### config.mk
export PLATFORM = sky130hd
export DESIGN_NAME = rx_ltssm_substate_sequencer_flat
export DESIGN_NICKNAME = d
export VERILOG_FILES = /design/src/rtl/rx_ltssm_pkg.sv /design/src/rtl/rx_ltssm_substate_sequencer_if.sv /design/src/rtl/rx_lane_os_counter.sv /design/src/rtl/rx_ltssm_substate_sequencer.sv /design/src/flat_wrapper.sv
export SDC_FILE = /design/constraint.sdc
export NUM_CORES = 1
export LEC_CHECK = 0
export CAP_MARGIN = 20
export CELL_PAD_IN_SITES_DETAIL_PLACEMENT = 1
export CELL_PAD_IN_SITES_GLOBAL_PLACEMENT = 2
export CORE_MARGIN = 4
export CORE_UTILIZATION = 40
export DETAILED_ROUTE_END_ITERATION = 8
export HOLD_SLACK_MARGIN = 0.08
export MAX_ROUTING_LAYER = met4
export PLACE_DENSITY_LB_ADDON = 0.1
export SYNTH_ARGS = -nofsm -noshare
export SYNTH_HDL_FRONTEND = slang
export SYNTH_SLANG_ARGS = --single-unit
### constraint.sdc
create_clock -name clk -period 5.4 [get_ports clk]
set_input_delay 1.08 -clock clk [delete_from_list [all_inputs] [get_ports clk]]
set_output_delay 1.08 -clock clk [all_outputs]
set_load 0.05 [all_outputs]
### src/rtl/rx_ltssm_pkg.sv
// ----------------------------------------------------------------------------
// rx_ltssm_pkg
//   Shared definitions for the RX LTSSM substate sequencer:
//   - substate code constants (4-bit codes used on req_substate / exit_to)
//   - sequencer FSM state encoding
//   - lookupReq(): per-substate target ordered-set count and timeout (ticks)
// ----------------------------------------------------------------------------
package rx_ltssm_pkg;

    typedef enum logic [3:0] {
        SUB_DETECT_QUIET   = 4'd0,
        SUB_DETECT_ACTIVE  = 4'd1,
        SUB_POLLING_ACTIVE = 4'd2,
        SUB_POLLING_CFG    = 4'd3,
        SUB_CFG_LW_START   = 4'd4,
        SUB_CFG_LW_ACCEPT  = 4'd5,
        SUB_CFG_LN_WAIT    = 4'd6,
        SUB_CFG_LN_ACCEPT  = 4'd7,
        SUB_CFG_COMPLETE   = 4'd8,
        SUB_CFG_IDLE       = 4'd9
    } substate_e;

    typedef enum logic [1:0] {
        S_IDLE,
        S_COUNT,
        S_SUCCESS,
        S_FAIL
    } state_e;

    // Table entry: known=0 marks an unsupported code (10..15).
    typedef struct packed {
        logic       known;
        logic [7:0] target;
        logic [7:0] timeout;
    } req_entry_t;

    // Detect and Polling substates run with the descrambler bypassed.
    localparam logic [3:0] LAST_DESCRAMBLE_OFF = SUB_POLLING_CFG;

    function automatic req_entry_t lookupReq(input logic [3:0] code);
        req_entry_t e;
        e = '{known: 1'b1, target: 8'd0, timeout: 8'd0};
        case (code)
            SUB_DETECT_QUIET:   begin e.target = 8'd0; e.timeout = 8'd12; end
            SUB_DETECT_ACTIVE:  begin e.target = 8'd0; e.timeout = 8'd0;  end
            SUB_POLLING_ACTIVE: begin e.target = 8'd8; e.timeout = 8'd24; end
            SUB_POLLING_CFG:    begin e.target = 8'd8; e.timeout = 8'd48; end
            SUB_CFG_LW_START,
            SUB_CFG_LW_ACCEPT,
            SUB_CFG_LN_ACCEPT:  begin e.target = 8'd2; e.timeout = 8'd24; end
            SUB_CFG_LN_WAIT:    begin e.target = 8'd2; e.timeout = 8'd2;  end
            SUB_CFG_COMPLETE:   begin e.target = 8'd8; e.timeout = 8'd24; end
            SUB_CFG_IDLE:       begin e.target = 8'd8; e.timeout = 8'd2;  end
            default:            e.known = 1'b0;
        endcase
        return e;
    endfunction

endpackage

### src/rtl/rx_ltssm_substate_sequencer_if.sv
// ----------------------------------------------------------------------------
// rx_ltssm_substate_sequencer_if
//   Bundle between the main LTSSM / lane checkers (master) and the substate
//   sequencer (slave).
//   master drives: req_valid, req_substate, num_lanes, lane_os_match,
//                  rx_elec_idle, force_detect, tick
//   slave drives:  busy, finish, exit_success, exit_to, lane_chk_reset,
//                  disable_descrambler
// ----------------------------------------------------------------------------
interface rx_ltssm_substate_sequencer_if #(
    parameter int MAXLANES = 16
);
    localparam int NLW = $clog2(MAXLANES) + 1;

    logic                req_valid;
    logic [3:0]          req_substate;
    logic [NLW-1:0]      num_lanes;
    logic [MAXLANES-1:0] lane_os_match;
    logic                rx_elec_idle;
    logic                force_detect;
    logic                tick;

    logic                busy;
    logic                finish;
    logic                exit_success;
    logic [3:0]          exit_to;
    logic [MAXLANES-1:0] lane_chk_reset;
    logic                disable_descrambler;

    modport master (
        output req_valid, req_substate, num_lanes, lane_os_match,
               rx_elec_idle, force_detect, tick,
        input  busy, finish, exit_success, exit_to, lane_chk_reset,
               disable_descrambler
    );

    modport slave (
        input  req_valid, req_substate, num_lanes, lane_os_match,
               rx_elec_idle, force_detect, tick,
        output busy, finish, exit_success, exit_to, lane_chk_reset,
               disable_descrambler
    );
endinterface

### src/rtl/rx_lane_os_counter.sv
// ----------------------------------------------------------------------------
// rx_lane_os_counter
//   Per-lane saturating ordered-set counter.
//   clk, reset : clock, synchronous active-high reset
//   clear      : synchronous clear (held while the sequencer is idle)
//   inc        : count one matching ordered set this cycle
//   target     : saturation value / goal
//   reached    : count >= target, including this cycle's increment, so the
//                sequencer can finish one cycle after the last ordered set
// ----------------------------------------------------------------------------
module rx_lane_os_counter #(
    parameter int CNT_W = 4
) (
    input  logic             clk,
    input  logic             reset,
    input  logic             clear,
    input  logic             inc,
    input  logic [CNT_W-1:0] target,
    output logic             reached
);
    logic [CNT_W-1:0] cnt;

    // NOTE: sequential state uses non-blocking assignments only, so every
    // flop samples the pre-edge values regardless of block ordering.
    always_ff @(posedge clk) begin
        if (reset || clear) begin
            cnt <= '0;
        end else if (inc && (cnt < target)) begin
            cnt <= cnt + CNT_W'(1);
        end
    end

    // Below target, cnt+1 cannot wrap; at or above target the first term wins.
    assign reached = (cnt >= target) || (inc && ((cnt + CNT_W'(1)) >= target));

endmodule

### src/rtl/rx_ltssm_substate_sequencer.sv
// ----------------------------------------------------------------------------
// rx_ltssm_substate_sequencer
//   Runs one LTSSM substate request: counts matching ordered sets on every
//   active lane against a per-substate target, times out on tick, and ends
//   with a one-cycle finish pulse carrying success/next-substate or
//   fail/detectQuiet.
//   clk   : rising-edge clock
//   reset : synchronous active-high reset
//   bus   : slave side of rx_ltssm_substate_sequencer_if (request, lane
//           matches, idle/abort/tick inputs; status and lane-control outputs)
// ----------------------------------------------------------------------------
module rx_ltssm_substate_sequencer
    import rx_ltssm_pkg::*;
#(
    parameter int MAXLANES = 16,
    parameter int CNT_W    = 4,
    parameter int TMR_W    = 6
) (
    input  logic                          clk,
    input  logic                          reset,
    rx_ltssm_substate_sequencer_if.slave  bus
);
    localparam int NLW = $clog2(MAXLANES) + 1;

    state_e              state;
    logic [3:0]          substate;
    logic [CNT_W-1:0]    target;
    logic [TMR_W-1:0]    timeout;
    logic [TMR_W-1:0]    timer;
    logic [MAXLANES-1:0] laneMask;

    logic                busyReg;
    logic                finishReg;
    logic                exitSuccessReg;
    logic [3:0]          exitToReg;
    logic [MAXLANES-1:0] laneChkResetReg;
    logic                disableDescReg;

    req_entry_t          reqEntry;
    logic [MAXLANES-1:0] reqMask;
    logic                reqWidthOk;
    logic [MAXLANES-1:0] laneInc;
    logic [MAXLANES-1:0] laneReached;
    logic [TMR_W-1:0]    timerNext;
    logic                expired;
    logic                successNow;

    // Request decode: table lookup plus lane-width legality (non-zero power
    // of two not above MAXLANES) and the matching low-bits lane mask.
    // NOTE: every always_comb output gets a default first so no path leaves
    // it unassigned and no latch is inferred.
    always_comb begin
        reqEntry   = lookupReq(bus.req_substate);
        reqMask    = '0;
        for (int i = 0; i < MAXLANES; i++) begin
            reqMask[i] = (i < int'(bus.num_lanes));
        end
        reqWidthOk = (bus.num_lanes != '0)
                  && ((bus.num_lanes & (bus.num_lanes - NLW'(1))) == '0)
                  && (int'(bus.num_lanes) <= MAXLANES);
    end

    for (genvar g = 0; g < MAXLANES; g++) begin : gLane
        assign laneInc[g] = (state == S_COUNT) && bus.lane_os_match[g] && laneMask[g];

        rx_lane_os_counter #(
            .CNT_W (CNT_W)
        ) uCnt (
            .clk     (clk),
            .reset   (reset),
            .clear   (state == S_IDLE),
            .inc     (laneInc[g]),
            .target  (target),
            .reached (laneReached[g])
        );
    end

    // Completion conditions look ahead by one tick/match so the finish pulse
    // lands exactly one cycle after the enabling event. timer==timeout alone
    // covers a zero timeout in the first COUNT cycle.
    always_comb begin
        timerNext  = timer + TMR_W'(bus.tick);
        expired    = (timer == timeout) || (timerNext == timeout);
        successNow = (&(laneReached | ~laneMask))
                  && ((substate != SUB_DETECT_QUIET) || bus.rx_elec_idle || expired);
    end

    always_ff @(posedge clk) begin
        if (reset) begin
            state           <= S_IDLE;
            substate        <= '0;
            target          <= '0;
            timeout         <= '0;
            timer           <= '0;
            laneMask        <= '0;
            busyReg         <= 1'b0;
            finishReg       <= 1'b0;
            exitSuccessReg  <= 1'b0;
            exitToReg       <= '0;
            laneChkResetReg <= '1;
            disableDescReg  <= 1'b0;
        end else begin
            finishReg <= 1'b0;
            unique case (state)
                S_IDLE: begin
                    if (bus.req_valid) begin
                        substate <= bus.req_substate;
                        target   <= CNT_W'(reqEntry.target);
                        timeout  <= TMR_W'(reqEntry.timeout);
                        laneMask <= reqMask;
                        timer    <= '0;
                        busyReg  <= 1'b1;
                        if (reqEntry.known && reqWidthOk) begin
                            state           <= S_COUNT;
                            laneChkResetReg <= ~reqMask;
                            disableDescReg  <= (bus.req_substate <= LAST_DESCRAMBLE_OFF);
                        end else begin
                            state          <= S_FAIL;
                            finishReg      <= 1'b1;
                            exitSuccessReg <= 1'b0;
                            exitToReg      <= '0;
                        end
                    end
                end

                S_COUNT: begin
                    timer <= timerNext;
                    if (bus.force_detect || successNow || expired) begin
                        finishReg       <= 1'b1;
                        laneChkResetReg <= '1;
                        disableDescReg  <= 1'b0;
                        // force_detect outranks success, success outranks expiry.
                        if (!bus.force_detect && successNow) begin
                            state          <= S_SUCCESS;
                            exitSuccessReg <= 1'b1;
                            exitToReg      <= substate + 4'd1;
                        end else begin
                            state          <= S_FAIL;
                            exitSuccessReg <= 1'b0;
                            exitToReg      <= '0;
                        end
                    end
                end

                default: begin
                    // SUCCESS / FAIL: the finish cycle itself.
                    state   <= S_IDLE;
                    busyReg <= 1'b0;
                end
            endcase
        end
    end

    assign bus.busy                = busyReg;
    assign bus.finish              = finishReg;
    assign bus.exit_success        = exitSuccessReg;
    assign bus.exit_to             = exitToReg;
    assign bus.lane_chk_reset      = laneChkResetReg;
    assign bus.disable_descrambler = disableDescReg;

endmodule

### src/flat_wrapper.sv
// flat-port wrapper written by rule: the top's interface ports become plain ports
module rx_ltssm_substate_sequencer_flat import rx_ltssm_pkg::*;
#(
    parameter int MAXLANES = 16,
    parameter int CNT_W    = 4,
    parameter int TMR_W    = 6
)
  (clk, reset, bus_req_valid, bus_req_substate, bus_num_lanes, bus_lane_os_match, bus_rx_elec_idle, bus_force_detect, bus_tick, bus_busy, bus_finish, bus_exit_success, bus_exit_to, bus_lane_chk_reset, bus_disable_descrambler);
  rx_ltssm_substate_sequencer_if #(.MAXLANES(MAXLANES)) bus_i ();
  input  logic clk;
  input  logic reset;
  input wire logic [$bits(bus_i.req_valid)-1:0] bus_req_valid;
  input wire logic [$bits(bus_i.req_substate)-1:0] bus_req_substate;
  input wire logic [$bits(bus_i.num_lanes)-1:0] bus_num_lanes;
  input wire logic [$bits(bus_i.lane_os_match)-1:0] bus_lane_os_match;
  input wire logic [$bits(bus_i.rx_elec_idle)-1:0] bus_rx_elec_idle;
  input wire logic [$bits(bus_i.force_detect)-1:0] bus_force_detect;
  input wire logic [$bits(bus_i.tick)-1:0] bus_tick;
  output wire logic [$bits(bus_i.busy)-1:0] bus_busy;
  output wire logic [$bits(bus_i.finish)-1:0] bus_finish;
  output wire logic [$bits(bus_i.exit_success)-1:0] bus_exit_success;
  output wire logic [$bits(bus_i.exit_to)-1:0] bus_exit_to;
  output wire logic [$bits(bus_i.lane_chk_reset)-1:0] bus_lane_chk_reset;
  output wire logic [$bits(bus_i.disable_descrambler)-1:0] bus_disable_descrambler;
  assign bus_i.req_valid = bus_req_valid;
  assign bus_i.req_substate = bus_req_substate;
  assign bus_i.num_lanes = bus_num_lanes;
  assign bus_i.lane_os_match = bus_lane_os_match;
  assign bus_i.rx_elec_idle = bus_rx_elec_idle;
  assign bus_i.force_detect = bus_force_detect;
  assign bus_i.tick = bus_tick;
  assign bus_busy = bus_i.busy;
  assign bus_finish = bus_i.finish;
  assign bus_exit_success = bus_i.exit_success;
  assign bus_exit_to = bus_i.exit_to;
  assign bus_lane_chk_reset = bus_i.lane_chk_reset;
  assign bus_disable_descrambler = bus_i.disable_descrambler;
  rx_ltssm_substate_sequencer #(.MAXLANES(MAXLANES), .CNT_W(CNT_W), .TMR_W(TMR_W)) u_core (.clk(clk), .reset(reset), .bus(bus_i));
endmodule
After elaboration in Yosys (flattened, before gate mapping)
Index checks and enable logic that the tools add are counted.
Word-level totals
  flip-flop bits (word level): 126
  input bits: 31
  output and inout port bits: 24
Operators by class
  $add $sub $neg: 19
  $lt $le $gt $ge: 66
  equal/unequal tests: 16
  muxes and demuxes: 33
  bitwise logic cells: 5
  reduce and logical (&&, ||, !) cells: 108
Operators by type and width (number)
  4-bit greater-or-equal comparator: 32
  12-bit case mux with 6 select lines: 1
  1-bit logical AND: 69
  4-bit by 1-bit adder with 4-bit output, second input constant: 17
  4-bit < comparator: 16
  16-bit two-way mux: 3
  4-bit by 5-bit < comparator with 1-bit output, first input constant: 8
  16-bit inverter: 2
  16-bit case mux with 2 select lines: 1
  1-bit logical OR: 22
  3-bit by 5-bit < comparator with 1-bit output, first input constant: 4
  4-bit by 3-bit == test with 1-bit output, second input constant: 4
  4-bit two-way mux: 4
  16-bit bitwise OR: 1
  16-bit AND reduction: 1
  1-bit two-way mux: 13
  6-bit == test: 2
  6-bit case mux with 2 select lines: 1
  1-bit by 5-bit < comparator with 1-bit output, first input constant: 2
  2-bit by 5-bit < comparator with 1-bit output, first input constant: 2
  10-bit OR reduction: 1
  4-bit by 2-bit == test with 1-bit output, second input constant: 2
  4-bit == test, second input constant: 2
  1-bit case mux with 2 select lines: 4
  25 further kinds: 33

Logic depth before layout (Yosys ltp)
  depth in word-level cells: 12
  mapped depth: 11
  mapped depth without buffers: 10

Modules after synthesis
From an unflattened synthesis, not the netlist that was laid out.
Unflattened totals
  cells, all modules: 1139
  area, all modules: 9425.3 um^2
By module, submodules not included
  rx_lane_os_counter: instances 16, cells each 48, area an instance 402.9 um^2, seq. area each 80.1 um^2
  rx_ltssm_substate_sequencer: instances 1, cells each 371, area an instance 2979.1 um^2, seq. area each 1181.1 um^2

Worst setup path before layout
Ideal clock, no wire load.
  path kind: input port to flip-flop
  from: input bus_tick
  to: register u_core.exitToReg[0] (netlist: u_core.bus.exit_to[0])
  library setup time: 0.092 ns
  data arrival time: 3.182 ns
  path slack: 2.126 ns
  stages: 9
  cell sequence: ha_1 ha_1 o21ba_2 a22oi_1 a21oi_1 o31ai_2 o211ai_1 or4_4 o32ai_1
Between the ends
  longest elaborated chain between the ends: 9
  elaborated cells on any way between the ends: 13
  those cells by class: add/sub: 1; eq/ne: 2; mux: 3; reduce/logical: 7
Ends and longest elaborated chain
  start, declared: line flat_wrapper.sv:18  | input wire logic [$bits(bus_i.tick)-1:0] bus_tick;
  6-bit by 1-bit adder with 6-bit output *: line rx_ltssm_substate_sequencer.sv:82  | timerNext = timer + TMR_W'(bus.tick);
  6-bit == test *: line rx_ltssm_substate_sequencer.sv:83  | expired = (timer == timeout) || (timerNext == timeout);
  1-bit logical OR *: line rx_ltssm_substate_sequencer.sv:83
  1-bit logical OR: line rx_ltssm_substate_sequencer.sv:85  | && ((substate != SUB_DETECT_QUIET) || bus.rx_elec_idle || expired);
  1-bit logical AND: line rx_ltssm_substate_sequencer.sv:85
  1-bit logical AND or 1-bit logical OR (tied branches): line rx_ltssm_substate_sequencer.sv:133, rx_ltssm_substate_sequencer.sv:128
  4-bit two-way mux or 1-bit logical OR (tied branches): line rx_ltssm_substate_sequencer.sv:133, rx_ltssm_substate_sequencer.sv:128
  4-bit two-way mux or 2-bit != test (tied branches)
  4-bit case mux with 2 select lines or 4-bit AND reduction (tied branches)
  end signal, assigned: line rx_ltssm_substate_sequencer.sv:136  | exitToReg <= substate + 4'd1;
  end, declared: line rx_ltssm_substate_sequencer.sv:35  | logic [3:0] exitToReg;
Every way passes the cells marked *; elsewhere a longest branch is shown, timed or not. The select of a mux whose other input is x is not followed.
A chain may end at the register's enable or synchronous reset.

Worst setup path after layout
Same ends and word-level chain as after synthesis.

==> flow_metrics.tcl <==
set metrics [dict create \
    status "finished, final reports clean" \
    path_clk_slew_ps 70 \
    die_y_microns 146 \
    worst_pin_slew_ps 864 \
    endpoint "u_core.bus.exit_to[0]" \
    ant_nets 0 \
    synth.yosys.seq_area_share_pct 32.1 \
    grt_use_total_pct 19.8 \
    finClkSkew_ps 9.91 \
    critPathKind "input pin to register" \
    finalSetupTns_ps 0 \
    root_buffer "clkbuf_16" \
    ir_drop_uv 208 \
    antenna_found_initial 0 \
    final_nets 1042 \
    clock_latency_ps 420 \
    grt_pass1_wl_mm 34.0 \
    die_x_microns 146 \
    grt_pass1_vias 6887 \
    setup_viol 0 \
    drive_gt1_share_pct 5.85 \
    detail_route.first_pass.iterations 4 \
    period_needed_ps 3620 \
    synth-async-reset-ratio_pct 0 \
    placementRows 50 \
    drv_slew 0 \
    core-area_sq_mm 0.0188 \
    pwr_density_cell_mw_per_mm2 269 \
    cp-startpoint "bus_tick" \
    startpoint_type "input pin" \
    gr-total-overflow 0 \
    r2r_cells 8 \
    postCtsSetupBuffers 0 \
    ys_types 61 \
    final_common_cell "dfxtp_1" \
    cts_sinks 123 \
    dieArea_sq_mm 0.0215 \
    r2r-end "u_core.bus.exit_to[0]" \
    post_cts_resize_count 0 \
    drv_cap 0 \
    drc 0 \
    required_ps 5720 \
    drt_iter0_drc 177 \
    syn_area_sq_mm 0.00767 \
    cts_hold_buf 0 \
    timing.rr.start "u_core.state[0]" \
    grt_setup_unrepaired "no" \
    cts-buffers-inserted 17 \
    cp_max_fo 8 \
    ys.flop_type "dfxtp_1" \
    fin_area_sq_mm 0.00901 \
    cts_max_level 4 \
    rrSetupSlack_ps 1830 \
    post-route-period-util_pct 67.0 \
    ys_warn_count 0 \
    io_pins 55 \
    cp.arrival_ps 3940 \
    fmax_mhz 277 \
    fillers 2195 \
    vias_per_cell 5.51 \
    pre_cts_slack_ps 1360 \
    syn_nets 995 \
    slew_headroom_pct 42.3 \
    worstHoldPathType "register to register" \
    total_leakage_power_nw 3.25 \
    seq_area_sq_mm 0.00246 \
    fin_ws_ps 1780 \
    multiInputGateArea_sq_mm 0.00484 \
    syn_inst 880 \
    drt_wl_total_mm 20.4 \
    layout.cells.non_filler 1174 \
    cts_max_path_buffers 2 \
    syn_area_per_cell_sq_um 8.71 \
    start_util_pct 40.9 \
    hold_depth 2 \
    vias 6473 \
    synth_edf_count 0 \
    hpwl_mm 15.1 \
    area_growth_pct 17.5 \
    antennaDiodeCount 0 \
    port_buffers 54 \
    grt_max_degree 60 \
    wire_per_inst_microns 17.4 \
    dp.cells 1140 \
    tritoncts "done" \
    placed_area_sq_mm 0.00839 \
    ys_ff_latch 123 \
    finalHoldViolCount 0 \
    layout_common_cells "123 x dfxtp_1, 117 x nor2_1, 84 x ha_1" \
    cp-end-kind "register" \
    routabilityCongestion 0.835 \
]
[area by class of cell]
class | count | share of cell area, %
Inverter | 53 | 2.21
Sequential cell | 123 | 27.3
Clock inverter | 15 | 1.63
Timing Repair Buffer | 64 | 7.08
Tap cell | 234 | 3.25
Clock buffer | 17 | 4.72
Multi-Input combinational cell | 668 | 53.8
[cell families (layout without fill, tap and decap cells)]
group | Yosys count | in the layout | synth area share (%)
buffers and inverters | 89 | 149 | 4.73
xor gates and xnor gates | 91 | 91 | 10.4
adders and majority gates | 84 | 84 | 13.7
and+or+nand+nor | 326 | 326 | 21.7
AOI/OAI and AO/OA | 150 | 150 | 15.2
DFF | 123 | 123 | 32.1
muxes | 17 | 17 | 2.22
[cells in the mapped netlist (4+ instances only)]
cell type  instances  area [sq um]
inv_1             53           199
nand4b_1          14           123
or3_1              9          56.3
a22oi_1            4          30.0
o31ai_1            8          60.1
nor3_1             8          40.0
clkbuf_1          26          97.6
a211oi_1          17           128
a21oi_1           19          95.1
a311oi_1          21           184
a211o_1            7          61.3
o32ai_1           12           105
nor2_1           117           439
xnor2_1           56           490
nor2b_1           19           119
nand2b_1          30           188
o21ai_0           13          65.1
ha_1              84          1050
o31a_1            10          87.6
buf_2              5          25.0
dfxtp_1          123          2460
nor4bb_1           8          80.1
a21o_1             8          60.1
nand3_1           22           110
xor2_1            35           307
mux2i_1           17           170
nand2_1           75           282
a2111o_1           8          90.1
[through the flow]
step | hold slack (ps) | total power [W] | utilization (%)
after floorplan | 444 | 0.00121 | -
after global placement | 457 | 0.00132 | 44.7
after detailed placement | 455 | 0.00133 | 44.7
after CTS | 471 | 0.00246 | 47.8
after global routing | 495 | 0.00253 | 48.0
final | 468 | 0.00243 | 48.0
[sequential cells by signal, summed over array words and instances (netlist names)]
name                            count
u_core.bus.busy                     1
u_core.bus.disable_descrambler      1
u_core.bus.exit_success             1
u_core.bus.exit_to                  4
u_core.bus.finish                   1
u_core.bus.lane_chk_reset          16
u_core.gLane.uCnt.cnt              64
u_core.laneMask                    16
u_core.state                        2
u_core.substate                     4
u_core.target                       2
u_core.timeout                      5
u_core.timer                        6
[routing by layer]
layer	GRT usage, %	vias up	routed length (microns)
met5	-	-	0
met4	5.60	0	337
met3	4.35	25	549
met2	34.0	71	10100
met1	23.4	3162	9420
li1	-	3215	-
[critical path, stage by stage]
cell and delay [ps]:
clkdlybuf4s50_1 460, ha_1 230, ha_1 300, nand3_1 160, nor3_1 210, a21oi_1 70, o31ai_2 390, o211ai_1 330
or4_4 550, o32ai_1 150
[where the power goes]
part	total, W	internal [W]	switching [W]
combinational	0.000326	0.000124	0.000203
clock	0.00112	0.000615	0.000505
sequential	0.000979	0.000940	0.0000394
total	0.00243	0.00168	0.000747
[how the worst min path moves through the flow]
stage / endpoint / from
6_report: u_core.timeout[5] / u_core.timeout[5]
5_1_grt: u_core.bus.busy / u_core.bus.busy
4_1_cts: u_core.timeout[5] / u_core.timeout[5]
3_5_place_dp: u_core.bus.lane_chk_reset[6] / u_core.bus.lane_chk_reset[6]
3_3_place_gp: u_core.bus.busy / u_core.bus.busy
2_1_floorplan: u_core.timeout[5] / u_core.timeout[5]
(Power assumes the default switching activity.)
